==> config.mk <==
export PLATFORM = sky130hd
export DESIGN_NAME = axi_write_responder_flat
export DESIGN_NICKNAME = d
export VERILOG_FILES = /design/src/rtl/axi_write_responder_if.sv /design/src/rtl/axi_write_responder.sv /design/src/flat_wrapper.sv
export SDC_FILE = /design/constraint.sdc
export NUM_CORES = 1
export LEC_CHECK = 0
export CORE_MARGIN = 8
export CORE_UTILIZATION = 36
export DETAILED_ROUTE_END_ITERATION = 8
export PLACE_DENSITY = 0.77
export REMOVE_ABC_BUFFERS = 1
export SETUP_SLACK_MARGIN = 0.15
export SLEW_MARGIN = 5
export SYNTH_ARGS = -nofsm -noshare
export SYNTH_HDL_FRONTEND = slang
export SYNTH_SLANG_ARGS = --single-unit
export TNS_END_PERCENT = 30
==> constraint.sdc <==
create_clock -name clk_i -period 1.9 [get_ports clk_i]
set_input_delay 0.38 -clock clk_i [delete_from_list [all_inputs] [get_ports clk_i]]
set_output_delay 0.38 -clock clk_i [all_outputs]
set_load 0.005 [all_outputs]
==> src/rtl/axi_write_responder_if.sv <==
// -----------------------------------------------------------------------------
// AXI_BUS -- AXI4 bus bundle (write and read channels) used to connect the
// write responder to a master.
//
// Parameters:
//   AXI_ADDR_WIDTH  address width
//   AXI_DATA_WIDTH  data width (strobe width is AXI_DATA_WIDTH/8)
//   AXI_ID_WIDTH    transaction ID width
//   AXI_USER_WIDTH  user sideband width
//
// Modports:
//   Master  drives AW/W/AR payload+valid and B/R ready
//   Slave   drives AW/W/AR ready and B/R payload+valid
// -----------------------------------------------------------------------------
interface AXI_BUS #(
    parameter int unsigned AXI_ADDR_WIDTH = 32,
    parameter int unsigned AXI_DATA_WIDTH = 32,
    parameter int unsigned AXI_ID_WIDTH   = 8,
    parameter int unsigned AXI_USER_WIDTH = 8
);
    localparam int unsigned AXI_STRB_WIDTH = AXI_DATA_WIDTH / 8;

    // Write address channel
    logic [AXI_ID_WIDTH-1:0]   aw_id;
    logic [AXI_ADDR_WIDTH-1:0] aw_addr;
    logic [7:0]                aw_len;
    logic [2:0]                aw_size;
    logic [1:0]                aw_burst;
    logic [2:0]                aw_prot;
    logic [AXI_USER_WIDTH-1:0] aw_user;
    logic                      aw_valid;
    logic                      aw_ready;

    // Write data channel
    logic [AXI_DATA_WIDTH-1:0] w_data;
    logic [AXI_STRB_WIDTH-1:0] w_strb;
    logic                      w_last;
    logic [AXI_USER_WIDTH-1:0] w_user;
    logic                      w_valid;
    logic                      w_ready;

    // Write response channel
    logic [AXI_ID_WIDTH-1:0]   b_id;
    logic [1:0]                b_resp;
    logic [AXI_USER_WIDTH-1:0] b_user;
    logic                      b_valid;
    logic                      b_ready;

    // Read address channel
    logic [AXI_ID_WIDTH-1:0]   ar_id;
    logic [AXI_ADDR_WIDTH-1:0] ar_addr;
    logic [7:0]                ar_len;
    logic [2:0]                ar_size;
    logic [1:0]                ar_burst;
    logic [2:0]                ar_prot;
    logic [AXI_USER_WIDTH-1:0] ar_user;
    logic                      ar_valid;
    logic                      ar_ready;

    // Read data channel
    logic [AXI_ID_WIDTH-1:0]   r_id;
    logic [AXI_DATA_WIDTH-1:0] r_data;
    logic [1:0]                r_resp;
    logic                      r_last;
    logic [AXI_USER_WIDTH-1:0] r_user;
    logic                      r_valid;
    logic                      r_ready;

    modport Master (
        output aw_id, aw_addr, aw_len, aw_size, aw_burst, aw_prot, aw_user, aw_valid,
        input  aw_ready,
        output w_data, w_strb, w_last, w_user, w_valid,
        input  w_ready,
        input  b_id, b_resp, b_user, b_valid,
        output b_ready,
        output ar_id, ar_addr, ar_len, ar_size, ar_burst, ar_prot, ar_user, ar_valid,
        input  ar_ready,
        input  r_id, r_data, r_resp, r_last, r_user, r_valid,
        output r_ready
    );

    modport Slave (
        input  aw_id, aw_addr, aw_len, aw_size, aw_burst, aw_prot, aw_user, aw_valid,
        output aw_ready,
        input  w_data, w_strb, w_last, w_user, w_valid,
        output w_ready,
        output b_id, b_resp, b_user, b_valid,
        input  b_ready,
        input  ar_id, ar_addr, ar_len, ar_size, ar_burst, ar_prot, ar_user, ar_valid,
        output ar_ready,
        output r_id, r_data, r_resp, r_last, r_user, r_valid,
        input  r_ready
    );
endinterface

==> src/rtl/axi_write_responder.sv <==
// -----------------------------------------------------------------------------
// axi_write_responder -- AXI4 write-side endpoint. Accepts one AW burst at a
// time, consumes its W beats, and returns B responses in AW order through a
// small in-order queue. Reads are not served (AR never ready, R never valid).
//
// Parameters:
//   AXI_ADDR_WIDTH / AXI_DATA_WIDTH / AXI_ID_WIDTH / AXI_USER_WIDTH  bus widths
//   MAX_PENDING  writes accepted on AW and not yet completed on B (>= 1)
//
// Ports:
//   clk_i         clock, all state updates on its rising edge
//   rst_ni        asynchronous active-low reset
//   slv           AXI_BUS Slave modport
//   wr_count_o    number of completed B handshakes (wraps at 2^32)
//   last_wdata_o  data of the most recently accepted W beat
//
// Build option:
//   AXI_WRITE_RESPONDER_LAST_CHECK_EN  when defined, a burst whose w_last
//   pattern does not mark exactly the final beat is answered with SLVERR;
//   otherwise w_last is ignored and every burst is answered with OKAY.
// -----------------------------------------------------------------------------
module axi_write_responder #(
    parameter int unsigned AXI_ADDR_WIDTH = 32,
    parameter int unsigned AXI_DATA_WIDTH = 32,
    parameter int unsigned AXI_ID_WIDTH   = 8,
    parameter int unsigned AXI_USER_WIDTH = 8,
    parameter int unsigned MAX_PENDING    = 4
) (
    input  logic                      clk_i,
    input  logic                      rst_ni,
    AXI_BUS.Slave                     slv,
    output logic [31:0]               wr_count_o,
    output logic [AXI_DATA_WIDTH-1:0] last_wdata_o
);

    localparam int unsigned PEND_W = $clog2(MAX_PENDING + 1);
    localparam int unsigned PTR_W  = (MAX_PENDING > 1) ? $clog2(MAX_PENDING) : 1;

    localparam logic [1:0] RESP_OKAY   = 2'b00;
    localparam logic [1:0] RESP_SLVERR = 2'b10;

    typedef enum logic {
        IDLE = 1'b0,
        DATA = 1'b1
    } state_e;

    state_e state_q, state_d;

    // Goes high on the first clock edge after reset release; keeps aw_ready
    // low until then.
    logic init_q;

    logic [AXI_ID_WIDTH-1:0]   id_q;
    logic [7:0]                len_q;
    logic [7:0]                beat_q;
    logic [PEND_W-1:0]         pending_q, pending_d;

    logic [PTR_W-1:0]          bq_wr_ptr_q, bq_rd_ptr_q;
    logic [PEND_W-1:0]         bq_cnt_q, bq_cnt_d;
    logic [AXI_ID_WIDTH-1:0]   bq_id_q   [MAX_PENDING];
    logic [1:0]                bq_resp_q [MAX_PENDING];

    logic [31:0]               wr_count_q;
    logic [AXI_DATA_WIDTH-1:0] last_wdata_q;

    logic                      aw_ready;
    logic                      w_ready;
    logic                      b_valid;
    logic                      aw_hs;
    logic                      w_hs;
    logic                      b_hs;
    logic                      burst_end;
    logic [1:0]                push_resp;

    function automatic logic [PTR_W-1:0] ptr_inc(input logic [PTR_W-1:0] p);
        if (p == PTR_W'(MAX_PENDING - 1)) begin
            return '0;
        end
        return p + PTR_W'(1);
    endfunction

    // ------------------------------------------------------------------
    // Handshakes. Ready/valid outputs depend on registers only, so none of
    // these create a combinational path from an input back to an output.
    // ------------------------------------------------------------------
    assign aw_hs     = slv.aw_valid & aw_ready;
    assign w_hs      = slv.w_valid & w_ready;
    assign b_valid   = (bq_cnt_q != '0);
    assign b_hs      = b_valid & slv.b_ready;
    assign burst_end = w_hs & (beat_q == len_q);

    // ------------------------------------------------------------------
    // W-phase FSM: state register
    // ------------------------------------------------------------------
    always_ff @(posedge clk_i or negedge rst_ni) begin
        if (!rst_ni) begin
            state_q <= IDLE;
        end else begin
            state_q <= state_d;
        end
    end

    // W-phase FSM: next state
    always_comb begin
        state_d = state_q;
        unique case (state_q)
            IDLE:    if (aw_hs)     state_d = DATA;
            DATA:    if (burst_end) state_d = IDLE;
            default: state_d = IDLE;
        endcase
    end

    // W-phase FSM: outputs. A slot for the B response is reserved at AW
    // acceptance, so limiting AW by pending also keeps the B queue from
    // overflowing.
    always_comb begin
        aw_ready = 1'b0;
        w_ready  = 1'b0;
        unique case (state_q)
            IDLE:    aw_ready = init_q & (pending_q < PEND_W'(MAX_PENDING));
            DATA:    w_ready  = 1'b1;
            default: ;
        endcase
    end

    // ------------------------------------------------------------------
    // Response code for the burst being terminated
    // ------------------------------------------------------------------
`ifdef AXI_WRITE_RESPONDER_LAST_CHECK_EN
    // err_q remembers a w_last seen before the final beat; the final beat
    // itself must carry w_last.
    logic err_q;

    always_ff @(posedge clk_i or negedge rst_ni) begin
        if (!rst_ni) begin
            err_q <= 1'b0;
        end else if (aw_hs) begin
            err_q <= 1'b0;
        end else if (w_hs && slv.w_last && (beat_q != len_q)) begin
            err_q <= 1'b1;
        end
    end

    assign push_resp = (err_q | ~slv.w_last) ? RESP_SLVERR : RESP_OKAY;
`else
    logic unused_w_last;
    assign unused_w_last = slv.w_last;
    assign push_resp     = RESP_OKAY;
`endif

    // ------------------------------------------------------------------
    // Burst tracking, pending count, counters
    // ------------------------------------------------------------------
    always_comb begin
        pending_d = pending_q;
        unique case ({aw_hs, b_hs})
            2'b10:   pending_d = pending_q + PEND_W'(1);
            2'b01:   pending_d = pending_q - PEND_W'(1);
            default: ;
        endcase
    end

    always_comb begin
        bq_cnt_d = bq_cnt_q;
        unique case ({burst_end, b_hs})
            2'b10:   bq_cnt_d = bq_cnt_q + PEND_W'(1);
            2'b01:   bq_cnt_d = bq_cnt_q - PEND_W'(1);
            default: ;
        endcase
    end

    always_ff @(posedge clk_i or negedge rst_ni) begin
        if (!rst_ni) begin
            init_q       <= 1'b0;
            id_q         <= '0;
            len_q        <= '0;
            beat_q       <= '0;
            pending_q    <= '0;
            bq_wr_ptr_q  <= '0;
            bq_rd_ptr_q  <= '0;
            bq_cnt_q     <= '0;
            wr_count_q   <= '0;
            last_wdata_q <= '0;
        end else begin
            init_q    <= 1'b1;
            pending_q <= pending_d;
            bq_cnt_q  <= bq_cnt_d;

            if (aw_hs) begin
                id_q   <= slv.aw_id;
                len_q  <= slv.aw_len;
                beat_q <= '0;
            end else if (w_hs) begin
                beat_q <= beat_q + 8'd1;
            end

            if (w_hs) begin
                last_wdata_q <= slv.w_data;
            end

            if (burst_end) begin
                bq_wr_ptr_q <= ptr_inc(bq_wr_ptr_q);
            end

            if (b_hs) begin
                bq_rd_ptr_q <= ptr_inc(bq_rd_ptr_q);
                wr_count_q  <= wr_count_q + 32'd1;
            end
        end
    end

    // Queue storage carries no reset: an entry is only visible while the
    // count says it is valid, and the count is reset.
    always_ff @(posedge clk_i) begin
        if (burst_end) begin
            bq_id_q[bq_wr_ptr_q]   <= id_q;
            bq_resp_q[bq_wr_ptr_q] <= push_resp;
        end
    end

    // ------------------------------------------------------------------
    // Bus outputs
    // ------------------------------------------------------------------
    assign slv.aw_ready = aw_ready;
    assign slv.w_ready  = w_ready;
    assign slv.b_valid  = b_valid;
    assign slv.b_id     = bq_id_q[bq_rd_ptr_q];
    assign slv.b_resp   = bq_resp_q[bq_rd_ptr_q];
    assign slv.b_user   = {AXI_USER_WIDTH{1'b0}};

    assign slv.ar_ready = 1'b0;
    assign slv.r_valid  = 1'b0;
    assign slv.r_id     = {AXI_ID_WIDTH{1'b0}};
    assign slv.r_data   = {AXI_DATA_WIDTH{1'b0}};
    assign slv.r_resp   = RESP_OKAY;
    assign slv.r_last   = 1'b0;
    assign slv.r_user   = {AXI_USER_WIDTH{1'b0}};

    assign wr_count_o   = wr_count_q;
    assign last_wdata_o = last_wdata_q;

    // Inputs that carry no meaning for this endpoint.
    logic [AXI_ADDR_WIDTH-1:0] unused_aw_addr;
    logic                      unused_misc;
    assign unused_aw_addr = slv.aw_addr;
    assign unused_misc    = ^{slv.aw_size, slv.aw_burst, slv.aw_prot, slv.aw_user,
                              slv.w_strb, slv.w_user,
                              slv.ar_id, slv.ar_addr, slv.ar_len, slv.ar_size,
                              slv.ar_burst, slv.ar_prot, slv.ar_user, slv.ar_valid,
                              slv.r_ready};

endmodule

==> src/flat_wrapper.sv <==
// flat-port wrapper written by rule: the top's interface ports become plain ports
module axi_write_responder_flat 
#(
    parameter int unsigned AXI_ADDR_WIDTH = 32,
    parameter int unsigned AXI_DATA_WIDTH = 32,
    parameter int unsigned AXI_ID_WIDTH   = 8,
    parameter int unsigned AXI_USER_WIDTH = 8,
    parameter int unsigned MAX_PENDING    = 4
)
  (clk_i, rst_ni, wr_count_o, last_wdata_o, slv_aw_id, slv_aw_addr, slv_aw_len, slv_aw_size, slv_aw_burst, slv_aw_prot, slv_aw_user, slv_aw_valid, slv_aw_ready, slv_w_data, slv_w_strb, slv_w_last, slv_w_user, slv_w_valid, slv_w_ready, slv_b_id, slv_b_resp, slv_b_user, slv_b_valid, slv_b_ready, slv_ar_id, slv_ar_addr, slv_ar_len, slv_ar_size, slv_ar_burst, slv_ar_prot, slv_ar_user, slv_ar_valid, slv_ar_ready, slv_r_id, slv_r_data, slv_r_resp, slv_r_last, slv_r_user, slv_r_valid, slv_r_ready);
  AXI_BUS #(.AXI_ADDR_WIDTH(AXI_ADDR_WIDTH), .AXI_DATA_WIDTH(AXI_DATA_WIDTH), .AXI_ID_WIDTH(AXI_ID_WIDTH), .AXI_USER_WIDTH(AXI_USER_WIDTH)) slv_i ();
  input  logic clk_i;
  input  logic rst_ni;
  output logic [31:0] wr_count_o;
  output logic [AXI_DATA_WIDTH-1:0] last_wdata_o;
  input wire logic [$bits(slv_i.aw_id)-1:0] slv_aw_id;
  input wire logic [$bits(slv_i.aw_addr)-1:0] slv_aw_addr;
  input wire logic [$bits(slv_i.aw_len)-1:0] slv_aw_len;
  input wire logic [$bits(slv_i.aw_size)-1:0] slv_aw_size;
  input wire logic [$bits(slv_i.aw_burst)-1:0] slv_aw_burst;
  input wire logic [$bits(slv_i.aw_prot)-1:0] slv_aw_prot;
  input wire logic [$bits(slv_i.aw_user)-1:0] slv_aw_user;
  input wire logic [$bits(slv_i.aw_valid)-1:0] slv_aw_valid;
  output wire logic [$bits(slv_i.aw_ready)-1:0] slv_aw_ready;
  input wire logic [$bits(slv_i.w_data)-1:0] slv_w_data;
  input wire logic [$bits(slv_i.w_strb)-1:0] slv_w_strb;
  input wire logic [$bits(slv_i.w_last)-1:0] slv_w_last;
  input wire logic [$bits(slv_i.w_user)-1:0] slv_w_user;
  input wire logic [$bits(slv_i.w_valid)-1:0] slv_w_valid;
  output wire logic [$bits(slv_i.w_ready)-1:0] slv_w_ready;
  output wire logic [$bits(slv_i.b_id)-1:0] slv_b_id;
  output wire logic [$bits(slv_i.b_resp)-1:0] slv_b_resp;
  output wire logic [$bits(slv_i.b_user)-1:0] slv_b_user;
  output wire logic [$bits(slv_i.b_valid)-1:0] slv_b_valid;
  input wire logic [$bits(slv_i.b_ready)-1:0] slv_b_ready;
  input wire logic [$bits(slv_i.ar_id)-1:0] slv_ar_id;
  input wire logic [$bits(slv_i.ar_addr)-1:0] slv_ar_addr;
  input wire logic [$bits(slv_i.ar_len)-1:0] slv_ar_len;
  input wire logic [$bits(slv_i.ar_size)-1:0] slv_ar_size;
  input wire logic [$bits(slv_i.ar_burst)-1:0] slv_ar_burst;
  input wire logic [$bits(slv_i.ar_prot)-1:0] slv_ar_prot;
  input wire logic [$bits(slv_i.ar_user)-1:0] slv_ar_user;
  input wire logic [$bits(slv_i.ar_valid)-1:0] slv_ar_valid;
  output wire logic [$bits(slv_i.ar_ready)-1:0] slv_ar_ready;
  output wire logic [$bits(slv_i.r_id)-1:0] slv_r_id;
  output wire logic [$bits(slv_i.r_data)-1:0] slv_r_data;
  output wire logic [$bits(slv_i.r_resp)-1:0] slv_r_resp;
  output wire logic [$bits(slv_i.r_last)-1:0] slv_r_last;
  output wire logic [$bits(slv_i.r_user)-1:0] slv_r_user;
  output wire logic [$bits(slv_i.r_valid)-1:0] slv_r_valid;
  input wire logic [$bits(slv_i.r_ready)-1:0] slv_r_ready;
  assign slv_i.aw_id = slv_aw_id;
  assign slv_i.aw_addr = slv_aw_addr;
  assign slv_i.aw_len = slv_aw_len;
  assign slv_i.aw_size = slv_aw_size;
  assign slv_i.aw_burst = slv_aw_burst;
  assign slv_i.aw_prot = slv_aw_prot;
  assign slv_i.aw_user = slv_aw_user;
  assign slv_i.aw_valid = slv_aw_valid;
  assign slv_aw_ready = slv_i.aw_ready;
  assign slv_i.w_data = slv_w_data;
  assign slv_i.w_strb = slv_w_strb;
  assign slv_i.w_last = slv_w_last;
  assign slv_i.w_user = slv_w_user;
  assign slv_i.w_valid = slv_w_valid;
  assign slv_w_ready = slv_i.w_ready;
  assign slv_b_id = slv_i.b_id;
  assign slv_b_resp = slv_i.b_resp;
  assign slv_b_user = slv_i.b_user;
  assign slv_b_valid = slv_i.b_valid;
  assign slv_i.b_ready = slv_b_ready;
  assign slv_i.ar_id = slv_ar_id;
  assign slv_i.ar_addr = slv_ar_addr;
  assign slv_i.ar_len = slv_ar_len;
  assign slv_i.ar_size = slv_ar_size;
  assign slv_i.ar_burst = slv_ar_burst;
  assign slv_i.ar_prot = slv_ar_prot;
  assign slv_i.ar_user = slv_ar_user;
  assign slv_i.ar_valid = slv_ar_valid;
  assign slv_ar_ready = slv_i.ar_ready;
  assign slv_r_id = slv_i.r_id;
  assign slv_r_data = slv_i.r_data;
  assign slv_r_resp = slv_i.r_resp;
  assign slv_r_last = slv_i.r_last;
  assign slv_r_user = slv_i.r_user;
  assign slv_r_valid = slv_i.r_valid;
  assign slv_i.r_ready = slv_r_ready;
  axi_write_responder #(.AXI_ADDR_WIDTH(AXI_ADDR_WIDTH), .AXI_DATA_WIDTH(AXI_DATA_WIDTH), .AXI_ID_WIDTH(AXI_ID_WIDTH), .AXI_USER_WIDTH(AXI_USER_WIDTH), .MAX_PENDING(MAX_PENDING)) u_core (.clk_i(clk_i), .rst_ni(rst_ni), .slv(slv_i), .wr_count_o(wr_count_o), .last_wdata_o(last_wdata_o));
endmodule
==> flow_metrics.env, run 1 <==
export IMPL_grt_util_all_layers_pct=13.3
export IMPL_cts_buffer_depth=2
export IMPL_critical_path_top_cell_by_count="xor2_1"
export IMPL_port_buffers=127
export IMPL_critical_path_max_fanout=2
export IMPL_cap_viol_max_count=0
export IMPL_die_height_um=146
export IMPL_number_of_flops_mapped_to_enable_cells_by_yosys=32
export IMPL_cells_taking_the_most_area_after_synthesis="dfrtp_1 41%, edfxtp_1 16%, mux2_2 9.9%"
export IMPL_critical_path_startpoint="u_core.beat_q[5]"
export IMPL_synth_seq_area_share_pct=57.2
export IMPL_timing_hold_worst_class="primary input to async pin"
export IMPL_power_static_leakage_nw=3.75
export IMPL_postSynth_asyncResetShare_pct=75.8
export IMPL_avgRoutedWirePerCell_um=16.0
export IMPL_first_global_vias=4396
export IMPL_placedCellCount=809
export IMPL_path_class="register to register"
export IMPL_multi_input_area_mm2=0.00228
export IMPL_cts_tree="done"
export IMPL_synthesis_area_mm2=0.00606
export IMPL_regToRegSetupSlack_ns=-0.21
export IMPL_fin_crit_sh_pct=111
export IMPL_power_mw=11.1
export IMPL_finalWorstSetupSlack_ns=-0.214
export IMPL_remaining_drc_errors=0
export IMPL_area_sequential_mm2=0.00347
export IMPL_critPathArrivalTime_ns=2.41
export IMPL_dp_final_hpwl_um=10000
export IMPL_final_setup_skew_ns=0.00443
export IMPL_finalSetupViolations=45
export IMPL_globalplace_congestion=0.773
export IMPL_post_synth_inst_count=447
export IMPL_final_layout_size_suffix_gt1_share_pct=27.1
export IMPL_critPathTopFamily="simple AND/OR/NAND/NOR gates"
export IMPL_ys_types=37
export IMPL_primary_flip_flop_cell_chosen_by_synthesis_mapping="dfrtp_1"
export IMPL_cp_slowest_stage_delay_ns=0.39
export IMPL_via_count=3836
export IMPL_rows=47
export IMPL_globalRoute_totalOverflow=0
export IMPL_data_required_time_of_the_critical_path_ns=2.19
export IMPL_max_freq_mhz=473
export IMPL_floorplan_initialDensity_pct=36.7
export IMPL_antenna_diode_count=0
export IMPL_synth_largest_type_area_fraction_pct=41.3
export IMPL_coreArea_mm2=0.0165
export IMPL_setup_worst_path_start_class="register"
export IMPL_yosys_register_bits=132
export IMPL_areaGrowthSynthToFinish_pct=39.3
export IMPL_drt_wl_total_um=13700
export IMPL_detail_route_first_pass_iterations=4
export IMPL_critical_path_buf_inv_count=2
export IMPL_number_of_cts_inserted_buffers=17
export IMPL_worstPathCellList="xnor2_1 -> nand4_1 -> nor4_4 -> inv_1 -> ha_2 -> inv_2 -> fa_1 -> xor2_1 -> nor2_1 -> xor2_1"
export IMPL_antenna_found_initial=0
export IMPL_violated_checks="negative setup slack"
export IMPL_fill_cells=1398
export IMPL_worst_skew_pair_late_latency_ns=0.41
export IMPL_ys_warnings_count=0
export IMPL_htree_num_levels=4
export IMPL_drv_slew=0
export IMPL_die_w_um=146
export IMPL_final_net_count=816
export IMPL_hold_viol_final=0
export IMPL_grt_first_pass_wirelength_um=22800
export IMPL_synth_top_cells_by_count="100 x dfrtp_1, 66 x buf_4, 53 x mux2_2"
export IMPL_grt_start_max_net_pins=49
export IMPL_cp_slowest_cell="dfrtp_1"
export IMPL_finish_utilization_pct=51.1
export IMPL_root_buffer="clkbuf_16"
export IMPL_r2r_start="u_core.beat_q[5]"
export IMPL_period_needed_ns=2.11
export IMPL_synthDominantAreaCellType="dfrtp_1"
export IMPL_power_density_cell_area_mw_per_mm2=1320
export IMPL_fp_dieArea_mm2=0.0212
export IMPL_io_pin_count=318
export IMPL_drt_iter0_markers=117
export IMPL_rsz0062_at_grt="true"
export IMPL_max_vdd_ir_drop_v=0.000600
export IMPL_cts_sinks=132
export IMPL_worst_setup_hold_path_clk_slew_ns=0.06
export IMPL_post_synthesis_area_per_instance_um2=13.6
export IMPL_route_detailed_vias_per_inst=4.47
export IMPL_worst_hold_slack_ns=0.465
export IMPL_critical_path_end_type="register"
export IMPL_run_status="finished with violations"
export IMPL_finalNonFillerCells=858
export IMPL_detail_route_antenna_nets=0
export IMPL_yosys_cell_count_top_type="dfrtp_1"
==> routing by layer <==
metal / part of all wire (%) / track usage, %
met5: 0 / 0
met1: 40 / 14.5
met3: 9.0 / 6.56
met2: 50 / 22.2
met4: 0.99 / 4.69
==> state kept, by name, summed over array words and instances, names as in the netlist <==
| signal | count |
|---|---|
| u_core.bq_wr_ptr_q | 2 |
| u_core.beat_q | 8 |
| u_core.len_q | 8 |
| u_core.bq_cnt_q | 3 |
| u_core.wr_count_o | 32 |
| u_core.pending_q | 3 |
| u_core.init_q | 1 |
| u_core.state_q | 1 |
| u_core.bq_rd_ptr_q | 2 |
| u_core.id_q | 8 |
| u_core.last_wdata_o | 32 |
| u_core.bq_id_q | 32 |
==> kinds of logic after synthesis <==
logic type	count (synthesis)	share of synthesized area, %
DFF	132	57.2
and+or+nand+nor	94	9.38
buffers and inverters	90	9.87
muxes	62	13.0
xor gates and xnor gates	52	7.52
adders and majority gates	11	2.52
AOI/OAI and AO/OA	4	0.434
other	2	0.124
==> report_power, final <==
part	leakage, nW	internal [mW]	switching, mW	total (mW)
Combinational	1.90	2.00	1.25	3.25
Sequential	1.52	3.67	0.554	4.22
Clock	0.321	2.38	1.26	3.64
Total	3.75	8.05	3.06	11.1
==> through the flow <==
stage | area [µm²] | TNS [ns] | worst slack [ns]
global placement | 7570 | -7.89 | -0.362
detailed placement | 7570 | -10.51 | -0.448
global route | 8440 | -9.11 | -0.362
finish | 8440 | -4.48 | -0.214
CTS | 8370 | -1.60 | -0.217
floorplan | 5740 | -1.33 | -0.442
==> layout make-up <==
class | count | share of cell area (%)
tap | 220 | 3.26
multi-input combinational | 287 | 27.0
inverter | 13 | 0.608
clock inverter | 14 | 2.65
timing repair buffer | 174 | 20.2
sequential | 132 | 41.1
clock buffer | 18 | 5.20
==> final timing paths <==
check | to | depth (start not counted)
min reg2reg | u_core.wr_count_o[31] | 1
max reg2reg | u_core.bq_cnt_q[2] | 10
max | u_core.bq_cnt_q[2] | 10
max in group asynchronous | u_core.wr_count_o[15] | 3
min in group clk_i | u_core.wr_count_o[31] | 1
min | u_core.len_q[3] | 2
==> cell usage in the layout, fill, tap and decap left out, drive strengths merged, types with 2 or more instances in the layout <==
cell / Yosys / routed
and2: 9 / 9
and3: 4 / 4
and4: 6 / 6
buf: 77 / 57
bufinv: 0 / 5
clkbuf: 0 / 18
clkdlybuf4s50: 0 / 86
clkinv: 0 / 6
conb: 2 / 64
dfrtp: 100 / 100
dlygate4sd2: 0 / 22
dlymetal6s2s: 0 / 7
edfxtp: 32 / 32
fa: 2 / 2
ha: 9 / 9
inv: 13 / 15
mux2: 53 / 53
mux4: 8 / 8
nand2: 16 / 16
nand3: 12 / 12
nand4: 16 / 16
nor2: 16 / 16
nor3: 5 / 5
nor4: 5 / 5
or3: 2 / 2
xnor2: 31 / 31
xor2: 21 / 21
==> timing repair <==
action,in CTS,in global routing
setup endpoints to repair,75,78
cloned,0,0
endpoints found under the hold margin,33,0
pin swaps,15,13
buffers inserted,14,2
gates resized for setup,96,17
hold buffers,1,0
No activity file was read; power rests on OpenSTA's default activity.
==> run 2: changes to the inputs <==
--- a/config.mk
+++ b/config.mk
@@ -5,7 +5,6 @@
 export SDC_FILE = /design/constraint.sdc
 export NUM_CORES = 1
 export LEC_CHECK = 0
-export CORE_MARGIN = 8
 export CORE_UTILIZATION = 36
 export DETAILED_ROUTE_END_ITERATION = 8
 export PLACE_DENSITY = 0.77
==> flow_metrics.env, run 2 (synthesized netlist as in run 1, its figures left out) <==
export IMPL_globalplace_congestion=0.801
export IMPL_drt_iter0_markers=77
export IMPL_worst_hold_slack_ns=0.438
export IMPL_htree_num_levels=4
export IMPL_die_height_um=132
export IMPL_hold_viol_final=0
export IMPL_power_static_leakage_nw=3.68
export IMPL_finish_utilization_pct=50.6
export IMPL_max_freq_mhz=490
export IMPL_die_w_um=132
export IMPL_grt_first_pass_wirelength_um=20300
export IMPL_crit_cells=4
export IMPL_violated_checks="negative setup slack"
export IMPL_rsz0062_at_grt="true"
export IMPL_globalRoute_totalOverflow=0
export IMPL_worstPathCellList="buf_6 -> buf_6 -> mux4_2 -> buf_6"
export IMPL_worst_r2r_cell_count=10
export IMPL_post_place_ws_ns=-0.387
export IMPL_critical_path_end_type="output pin"
export IMPL_critPathTopFamily="multiplexers"
export IMPL_via_count=3789
export IMPL_detail_route_antenna_nets=0
export IMPL_drt_wl_total_um=12000
export IMPL_power_density_cell_area_mw_per_mm2=1260
export IMPL_run_status="finished with violations"
export IMPL_critical_path_buf_inv_count=3
export IMPL_multi_input_area_mm2=0.00234
export IMPL_critical_path_startpoint="u_core.bq_rd_ptr_q[0]"
export IMPL_first_global_vias=4022
export IMPL_grt_start_max_net_pins=50
export IMPL_critical_path_top_cell_by_count="buf_6"
export IMPL_placed_area_mm2=0.00759
export IMPL_route_detailed_vias_per_inst=4.43
export IMPL_cp_slowest_cell="mux4_2"
export IMPL_regToRegEndpoint="u_core.bq_cnt_q[2]"
export IMPL_number_of_cts_inserted_buffers=17
export IMPL_finalWorstSetupSlack_ns=-0.142
export IMPL_finalSetupViolations=10
export IMPL_avgRoutedWirePerCell_um=14.0
export IMPL_worst_skew_pair_late_latency_ns=0.41
export IMPL_power_mw=10.6
export IMPL_final_net_count=813
export IMPL_remaining_drc_errors=0
export IMPL_cp_slowest_stage_delay_ns=0.49
export IMPL_timing_hold_worst_class="primary input to async pin"
export IMPL_antenna_diode_count=0
export IMPL_drv_slew=0
export IMPL_period_needed_ns=2.04
export IMPL_r2r_start="u_core.len_q[4]"
export IMPL_critical_path_max_fanout=5
export IMPL_max_vdd_ir_drop_v=0.000622
export IMPL_cts_sinks=132
export IMPL_areaGrowthSynthToFinish_pct=38.0
export IMPL_antenna_found_initial=0
export IMPL_critical_path_endpoint="slv_b_id[2]"
export IMPL_final_area_mm2=0.00836
export IMPL_path_class="register to output pin"
export IMPL_final_common_cell="dfrtp_1"
export IMPL_detail_route_first_pass_iterations=4
export IMPL_setup_worst_path_start_class="register"
export IMPL_rows=47
export IMPL_fin_crit_sh_pct=107
export IMPL_dp_final_hpwl_um=8410
export IMPL_final_setup_skew_ns=0.00754
export IMPL_regToRegSetupSlack_ns=-0.11
export IMPL_worst_setup_hold_path_clk_slew_ns=0.06
export IMPL_data_required_time_of_the_critical_path_ns=1.52
export IMPL_cts_tree="done"
export IMPL_final_cell_mix="97 x dfrtp_1, 88 x clkdlybuf4s50_1, 64 x conb_1"
export IMPL_coreArea_mm2=0.0165
export IMPL_cap_viol_max_count=0
export IMPL_fp_dieArea_mm2=0.0174
export IMPL_port_buffers=127
export IMPL_floorplan_initialDensity_pct=36.7
export IMPL_critPathArrivalTime_ns=1.66
export IMPL_grt_util_all_layers_pct=14.8
export IMPL_io_pin_count=318
export IMPL_cts_buffer_depth=2
export IMPL_fill_cells=1438
export IMPL_root_buffer="clkbuf_16"
export IMPL_area_sequential_mm2=0.00347
export IMPL_final_layout_size_suffix_gt1_share_pct=28.0
-- run 2: final cells by class --
type | count | share of cell area [%]
tap | 220 | 3.29
inverter | 13 | 0.613
clock inverter | 13 | 1.47
sequential | 132 | 41.5
clock buffer | 19 | 5.30
timing repair buffer | 171 | 19.9
multi-input combinational | 287 | 28.0
-- run 2: layer usage --
metal / up-vias / share of wire, % / routed length [µm] / global-route usage [%]
li1: 1771 / - / - / -
met1: 1880 / 43 / 5110 / 18.3
met2: 122 / 50 / 5950 / 24.1
met3: 16 / 6.1 / 729 / 4.67
met4: 0 / 1.4 / 168 / 5.62
met5: - / 0 / 0 / 0
-- run 2: worst min path at each step --
| stage | slack [ns] | end | cells after the start | start |
|---|---|---|---|---|
| 3_5_place_dp | 0.34 | u_core.len_q[0] | 1 | rst_ni |
| 6_report | 0.44 | u_core.beat_q[3] | 2 | rst_ni |
| 2_1_floorplan | 0.08 | u_core.beat_q[0] | 0 | rst_ni |
| 3_3_place_gp | 0.34 | u_core.len_q[0] | 1 | rst_ni |
| 5_1_grt | 0.46 | u_core.beat_q[0] | 2 | rst_ni |
| 4_1_cts | 0.43 | u_core.len_q[0] | 2 | rst_ni |
-- run 2: metrics by stage --
stage          instances  setup TNS [ns]
2_1_floorplan        432           -1.33
3_3_place_gp         809           -5.30
3_5_place_dp         809           -7.78
4_1_cts              853           -1.05
5_1_grt              855           -1.75
6_report             855          -0.782
-- run 2: timing repair --
item / in CTS / in global routing
hold endpoints to repair: 26 / 0
gates resized for setup: 85 / 28
pin swaps: 19 / 15
endpoints found under the setup margin: 73 / 77
hold buffers: 1 / 0
buffers inserted: 11 / 2
-- run 2: report_power, final --
part,leakage (nW),switching (mW),internal (mW)
sequential,1.52,0.552,3.67
clock,0.268,1.25,1.85
combinational,1.88,1.20,2.05
